--- config.mk ---
export PLATFORM = sky130hd
export DESIGN_NAME = debug_module_sysid_reader
export DESIGN_NICKNAME = d
export VERILOG_FILES = /design/src/rtl/debug_module_pkg.sv /design/src/rtl/debug_module_sysid_reader.sv
export SDC_FILE = /design/constraint.sdc
export NUM_CORES = 1
export LEC_CHECK = 0
export CORE_MARGIN = 2
export CORE_UTILIZATION = 45
export DETAILED_ROUTE_END_ITERATION = 8
export PLACE_DENSITY_LB_ADDON = 0.25
export SLEW_MARGIN = 25
export SYNTH_ARGS = -nofsm -noshare
export SYNTH_HDL_FRONTEND = slang
export SYNTH_SLANG_ARGS = --single-unit
export TNS_END_PERCENT = 30
--- constraint.sdc ---
create_clock -name clock -period 3.42 [get_ports clock]
set_clock_uncertainty 0.05 [all_clocks]
set_input_delay 1.026 -clock clock [delete_from_list [all_inputs] [get_ports clock]]
set_output_delay 1.026 -clock clock [all_outputs]
set_load 0.005 [all_outputs]
--- src/rtl/debug_module_pkg.sv ---
// Shared types for the sysid reader: FSM state encoding, sysid word addresses, data word.
package debug_module_pkg;

    typedef enum logic [2:0] {
        ST_IDLE,
        ST_ID_REQ,
        ST_ID_WAIT,
        ST_TS_REQ,
        ST_TS_WAIT,
        ST_DONE
    } state_t;

    localparam logic SYSID_ADDR_ID = 1'b0;
    localparam logic SYSID_ADDR_TS = 1'b1;

    typedef logic [31:0] word_t;

endpackage

--- src/rtl/debug_module_sysid_reader.sv ---
// Reads the sysid slave over Avalon-MM after reset (or on start) and compares it against the
// expected ID/timestamp. Define SYSID_READER_TIMESTAMP_EN to also read and check the timestamp.
module debug_module_sysid_reader
    import debug_module_pkg::*;
#(
    parameter word_t       EXPECTED_ID    = 32'd0,
    parameter word_t       EXPECTED_TS    = 32'd1672759086,
    parameter int unsigned TIMEOUT_CYCLES = 255
) (
    input  logic  clock,
    input  logic  reset_n,
    input  logic  start,
    output logic  avm_address,
    output logic  avm_read,
    input  logic  avm_waitrequest,
    input  logic  avm_readdatavalid,
    input  word_t avm_readdata,
    output word_t id_value,
    output word_t ts_value,
    output logic  done,
    output logic  match,
    output logic  timeout_err
);

    localparam logic [7:0] TIMEOUT_LIMIT = 8'(TIMEOUT_CYCLES);
`ifdef SYSID_READER_TIMESTAMP_EN
    localparam state_t AFTER_ID = ST_TS_REQ;
`else
    localparam state_t AFTER_ID = ST_DONE;
`endif

    state_t     state, state_next;
    logic [7:0] cnt;
    word_t      id_next;
    logic       in_xfer, timed_out, accepted, enter_done, leave_done, ts_ok;

`ifdef SYSID_READER_TIMESTAMP_EN
    word_t ts_reg, ts_next;
    assign ts_value = ts_reg;
    assign ts_ok    = (ts_next == EXPECTED_TS);
`else
    logic unused_ts_param;
    assign unused_ts_param = ^EXPECTED_TS;
    assign ts_value        = '0;
    assign ts_ok           = 1'b1;
`endif

    assign avm_read    = (state == ST_ID_REQ) || (state == ST_TS_REQ);
    assign avm_address = (state == ST_TS_REQ) ? SYSID_ADDR_TS : SYSID_ADDR_ID;

    always_comb begin
        state_next = state;
        id_next    = id_value;
`ifdef SYSID_READER_TIMESTAMP_EN
        ts_next    = ts_reg;
`endif
        in_xfer    = (state == ST_ID_REQ) || (state == ST_ID_WAIT) ||
                     (state == ST_TS_REQ) || (state == ST_TS_WAIT);
        timed_out  = in_xfer && (cnt == TIMEOUT_LIMIT);
        accepted   = avm_read && !avm_waitrequest;
        // Timeout wins even if the slave answers in the same cycle.
        if (timed_out) begin
            state_next = ST_DONE;
        end else begin
            case (state)
                ST_IDLE: state_next = ST_ID_REQ;
                ST_ID_REQ: begin
                    if (accepted) begin
                        if (avm_readdatavalid) begin
                            id_next    = avm_readdata;
                            state_next = AFTER_ID;
                        end else begin
                            state_next = ST_ID_WAIT;
                        end
                    end
                end
                ST_ID_WAIT: begin
                    if (avm_readdatavalid) begin
                        id_next    = avm_readdata;
                        state_next = AFTER_ID;
                    end
                end
`ifdef SYSID_READER_TIMESTAMP_EN
                ST_TS_REQ: begin
                    if (accepted) begin
                        if (avm_readdatavalid) begin
                            ts_next    = avm_readdata;
                            state_next = ST_DONE;
                        end else begin
                            state_next = ST_TS_WAIT;
                        end
                    end
                end
                ST_TS_WAIT: begin
                    if (avm_readdatavalid) begin
                        ts_next    = avm_readdata;
                        state_next = ST_DONE;
                    end
                end
`endif
                ST_DONE: begin
                    if (start) begin
                        id_next    = '0;
`ifdef SYSID_READER_TIMESTAMP_EN
                        ts_next    = '0;
`endif
                        state_next = ST_ID_REQ;
                    end
                end
                default: state_next = ST_IDLE;
            endcase
        end
        enter_done = (state_next == ST_DONE) && (state != ST_DONE);
        leave_done = (state == ST_DONE) && (state_next != ST_DONE);
    end

    always_ff @(posedge clock or negedge reset_n) begin
        if (!reset_n) begin
            state       <= ST_IDLE;
            cnt         <= '0;
            id_value    <= '0;
            done        <= 1'b0;
            match       <= 1'b0;
            timeout_err <= 1'b0;
        end else begin
            state    <= state_next;
            id_value <= id_next;
            if (state_next != state) begin
                cnt <= '0;
            end else if (in_xfer) begin
                cnt <= cnt + 8'd1;
            end
            // done lags DONE entry by one cycle and drops on the start edge.
            done <= (state == ST_DONE) && (state_next == ST_DONE);
            if (enter_done) begin
                match       <= !timed_out && (id_next == EXPECTED_ID) && ts_ok;
                timeout_err <= timed_out;
            end else if (leave_done) begin
                match       <= 1'b0;
                timeout_err <= 1'b0;
            end
        end
    end

`ifdef SYSID_READER_TIMESTAMP_EN
    always_ff @(posedge clock or negedge reset_n) begin
        if (!reset_n) begin
            ts_reg <= '0;
        end else begin
            ts_reg <= ts_next;
        end
    end
`endif

endmodule

# ---- After elaboration in Yosys (flattened, before gate mapping)
# Index checks and enable logic that the tools add are counted.
dict set report op_classes {
  n_addsub 1
  n_eq_ne 10
  n_mux 17
  n_reduce_logical 16
}
# cell count
set ops {}
lappend ops {{$mux 32} 4}
lappend ops {{$pmux 32 s3} 1}
lappend ops {{$logic_not 32->1} 1}
lappend ops {{$mux 8} 2}
lappend ops {{$mux 3} 5}
lappend ops {{$pmux 3 s4} 1}
lappend ops {{$eq 3x3->1 const B} 3}
lappend ops {{$add 8x1->8 const B} 1}
lappend ops {{$eq 8x8->1 const B} 1}
lappend ops {{$eq 3x2->1 const B} 2}
lappend ops {{$logic_and 1x1->1} 6}
lappend ops {{$ne 3x3->1 const B} 2}
lappend ops {{$logic_or 1x1->1} 4}
lappend ops {{$mux 1} 4}
lappend ops {{$reduce_bool 2->1} 2}
lappend ops {{$eq 3x1->1 const B} 1}
lappend ops {{$logic_not 3->1} 1}
lappend ops {{$ne 3x3->1} 1}
lappend ops {{$logic_not 1->1} 2}
dict set report totals {
  register_bits 46
  in_bits 37
}

# ---- Depth between registers and ports, before layout
dict set report depth {
  depth_word 10
  ltp_mapped 10
}

# ---- Least setup slack after synthesis
# Ideal clock, no wire load.
dict set report synth_timing {
  path_type {in2reg}
  startpoint {input avm_readdatavalid}
  endpoint {register match}
  setup_time_ns 0.067
  arrival_ns 3.082
  path_slack_ns 0.221
  stages 9
  path_buffers 3
  cell_sequence {buf_2 -> buf_2 -> clkbuf_1 -> a221o_1 -> ha_1 -> nor4b_1 -> nand2_1 -> nor4_1 -> a32o_1}
}
dict set report synth_via {
  elab_chain_cells 7
  word_cells_on_any_way 17
}
# element line
set synth_lines {}
lappend synth_lines {{start, declared} debug_module_sysid_reader.sv:16} ;# input logic avm_readdatavalid,
lappend synth_lines {{$mux 32 or $mux 3 (tied branches)} {debug_module_sysid_reader.sv:69, debug_module_sysid_reader.sv:78}}
lappend synth_lines {{$mux 32 or $mux 3 (tied branches)} debug_module_sysid_reader.sv:68} ;# if (accepted) begin
lappend synth_lines {{$pmux 32 s3 or $pmux 3 s4 (tied branches)} debug_module_sysid_reader.sv:65} ;# case (state)
lappend synth_lines {{$mux 32 or $mux 3 (tied branches)} debug_module_sysid_reader.sv:62} ;# if (timed_out) begin
lappend synth_lines {{$logic_not 32->1, or another cell as far along} debug_module_sysid_reader.sv:136} ;# match <= !timed_out && (id_next == EXPECTED_ID) && ts_ok;
lappend synth_lines {{$logic_and 1x1->1, on equally long branches} {debug_module_sysid_reader.sv:136, debug_module_sysid_reader.sv:113, debug_module_sysid_reader.sv:114}}
lappend synth_lines {{$mux 1 or $reduce_bool 2->1 (tied branches)} n/a}
lappend synth_lines {{end signal, assigned} debug_module_sysid_reader.sv:136}
lappend synth_lines {{end, declared} debug_module_sysid_reader.sv:21} ;# output logic match,
# Several ways; a longest one is shown, not always the timed one.
# A chain may end at the register's enable or synchronous reset.

# ---- Worst setup path after layout
dict set report layout_timing {
  startpoint {input avm_readdatavalid}
  endpoint {register match}
}
dict set report layout_via {
  elab_chain_cells 7
  word_cells_on_any_way 17
}
# element line
set layout_lines {}
lappend layout_lines {{$mux 32 *} {debug_module_sysid_reader.sv:69, debug_module_sysid_reader.sv:78}}
lappend layout_lines {{$mux 32} debug_module_sysid_reader.sv:68}
lappend layout_lines {{$pmux 32 s3 *} debug_module_sysid_reader.sv:65}
lappend layout_lines {{$mux 32 *} debug_module_sysid_reader.sv:62}
lappend layout_lines {{via id_next[14]} debug_module_sysid_reader.sv:34} ;# word_t id_next;
lappend layout_lines {{$logic_not 32->1 *} debug_module_sysid_reader.sv:136}
lappend layout_lines {{$logic_and 1x1->1 *} debug_module_sysid_reader.sv:136}
lappend layout_lines {{$mux 1 *} debug_module_sysid_reader.sv:135} ;# if (enter_done) begin
# Mark *: on every way through the listed nets, which the timed path passes. The rest lies on a longest branch.

==> metrics.txt <==
largest buffer count on any clock path 2; drt drc 0; CP max stage delay 0.55 ns; fin crit share 0.977; Initial Utilization 0.461; total wire length between 7000 and 8000 um; via count 2473; Post-synth top flop dfrtp_1; Clk Latency, worst-skew pair 0.30 ns; cts hold-fix bufs 0; Final Hold Vio Count 0; Worst path depth 10; die area just over 7000 um^2; Least-Margin Pin Slew around 0.6 ns; crit path capture type flip-flop; Final Setup Violations 0; Final Net Count 409; total CTS buffers 5; CP Launch Type input port; max cap viols 0; H-tree levels 2; WL per Instance 16.1 um; DR vias/cell about 5.5; outcome finished clean; unique cell type count in the Yosys netlist 45; crit path kind input port to flip-flop; FMAX around 300 MHz; number of synthesized flops with an enable pin 0; Synth Area in XOR/XNOR 0.0241; Post-Synth Simple-Gate Area 0.119; Hold Path Class flip-flop to flip-flop; area grow syn2layout 31.9%; detailed router's first-iteration violation count approximately 110; GP Congestion about 0.84; Pwr Density ~800 nW/um^2; Power, Total ~3.1 mW; floorplan die width 84.4 um; FFs w/ async S/R, synth 1.00; Antenna Nets Post-Route 0; CTS clk-pin slew, worst paths approximately 0.080 ns; diode count 0; crit path max fanout 10; Hold WS 0.475 ns; Mapped Cells between 200 and 300; syn avg cell area just over 10 um^2; first-pass GRT wire length 11900 um; LEAKAGE 1.71 nW; Post-Syn Area just under 3000 um^2; CTS tree yes; hold depth 2; Max VDD drop ~0.00053 V; largest net degree at the start of global routing between 40 and 50; CP max-delay cell or4b_1; Port Buffers 73; mux contribution to synthesized area 0.127; Tot GR Track Use 0.208; row cnt 29; CORE AREA 6310 um^2; Slew Viols, Final 0; CTS Root Cell clkbuf_8; Tmin final roughly 3.3 ns; Post-Synth Adder-Cell Area 0.0129; r2r worst-path depth 9; DR pass1 iterations 4; # IOs 106; Worst Path Arrival 3.53 ns; GR Overflow Total 0; sequential area share after synthesis 0.396; layout cells sized above 1 0.114; Critical Path RT roughly 3.6 ns; WP buf/inv 3; Sink Count 46; initial antenna violation count 0; die height approximately 84 um; vias in the first global route approximately 2400; yosys warns 0; DPL Wire Length ~5200 um; complex-gate fraction of the synthesized area 0.195; CP delay by family, top simple AND/OR/NAND/NOR gates; main combinational cell family by area after synthesis compound AO/OA/AOI/OAI gates; post-synthesis register bit count 46; cell chain of the critical path clkdlybuf4s50_1 > nor2b_2 > buf_12 > buf_4 > mux2i_1 > o22ai_1 > a22o_1 > or4b_1 > nor4_2 > a32o_1; max_slew headroom 0.600
through the flow:
| stage | setup slack (ns) | instances | setup TNS [ns] | instance area (um^2) | util |
|---|---|---|---|---|---|
| after CTS | 0.150 | 447 | 0 | 3830 | 0.607 |
| after floorplan | 0.221 | 312 | 0 | 3030 | - |
| final | 0.0794 | 447 | 0 | 3840 | 0.608 |
| after global placement | -0.139 | 439 | -0.139 | 3720 | 0.590 |
| after global routing | -0.100 | 447 | -0.100 | 3840 | 0.608 |
| after detailed placement | -0.153 | 439 | -0.153 | 3720 | 0.590 |
sequential cells by signal, indices dropped and copies added (netlist names):
register / flops
done: 1
match: 1
id_value: 32
state: 3
timeout_err: 1
cnt: 8
final timing paths:
check	start	to	slack, ns
max	avm_readdatavalid	match$_DFFE_PN0P_	0.08
min	timeout_err$_DFFE_PN0P_	timeout_err$_DFFE_PN0P_	0.47
max reg2reg	state[0]$_DFF_PN0_	match$_DFFE_PN0P_	0.60
min reg2reg	timeout_err$_DFFE_PN0P_	timeout_err$_DFFE_PN0P_	0.47
max in group asynchronous	reset_n	state[2]$_DFF_PN0_	2.25
min in group asynchronous	reset_n	id_value[20]$_DFF_PN0_	0.67
cell usage in the layout, fill, tap and decap left out, drive strengths merged, types with 3 or more instances in the layout:
cell type / n
nand2b: 3
nor2: 15
inv: 3
clkbuf: 7
o21ai: 8
nand2: 16
nor4: 9
xnor2: 5
nand4: 3
nand3: 3
o22ai: 19
dfrtp: 46
a22o: 30
mux2i: 37
ha: 3
conb: 32
clkdlybuf4s50: 72
buf: 28
xor2: 3
report_power, final:
group	switching [mW]	internal [mW]	leakage, nW
clock network	0.183	0.219	0.0524
logic	0.789	0.948	1.03
registers	0.229	0.753	0.624
tightest hold or removal path, stage by stage, from the launching register on:
cell	delay, ns
dfrtp_1	0.38
nand2_1	0.06
o21ai_0	0.06
Yosys cell counts (2+ instances only):
cell type | instances | area share
nand3_1 | 3 | 0.0052
nor2_1 | 15 | 0.019
o22ai_1 | 18 | 0.039
ha_1 | 3 | 0.013
buf_2 | 7 | 0.012
xnor2_1 | 5 | 0.015
and2_1 | 2 | 0.0043
a221o_1 | 2 | 0.0069
xor2_1 | 3 | 0.0090
clkbuf_1 | 6 | 0.0077
nand2_1 | 16 | 0.021
nand4_1 | 2 | 0.0043
inv_1 | 3 | 0.0039
o21ai_1 | 2 | 0.0034
mux2i_1 | 37 | 0.13
a22o_1 | 30 | 0.090
nor2b_1 | 2 | 0.0043
o41a_1 | 2 | 0.0077
buf_6 | 5 | 0.019
buf_4 | 32 | 0.083
or4_1 | 2 | 0.0052
nand2b_1 | 3 | 0.0064
nor3_1 | 2 | 0.0034
nor4_1 | 9 | 0.019
dfrtp_1 | 46 | 0.40
o21ai_0 | 5 | 0.0086
final cells by class:
type	count	area, um^2
clock buffer	7	76.3
clock inverter	1	30.0
fill	571	2470
inverter	3	11.3
multi-input combinational	213	1520
sequential	46	1150
tap	77	96.3
timing repair buffer	100	956
routing by layer:
metal | track usage | vias up | part of all wire
li1 | - | 1170 | -
met1 | 0.280 | 1195 | 0.42
met2 | 0.339 | 97 | 0.51
met3 | 0.0423 | 11 | 0.056
met4 | 0.0649 | 0 | 0.015
met5 | 0 | - | 0
kinds of logic (layout without fill, tap and decap cells):
logic type | Yosys count | after routing
multiplexers | 37 | 37
other | 1 | 32
AO/OA/AOI/OAI | 69 | 69
buffers and inverters | 53 | 111
adder cells (fa/ha/maj) | 3 | 3
XOR/XNOR | 8 | 8
AND/OR/NAND/NOR | 64 | 64
flip-flops | 46 | 46
repair_timing:
item	in CTS	in global routing
buffers inserted	0	0
endpoints found under the setup margin	0	1
gates resized for setup	0	1
(Power assumes the default switching activity.)
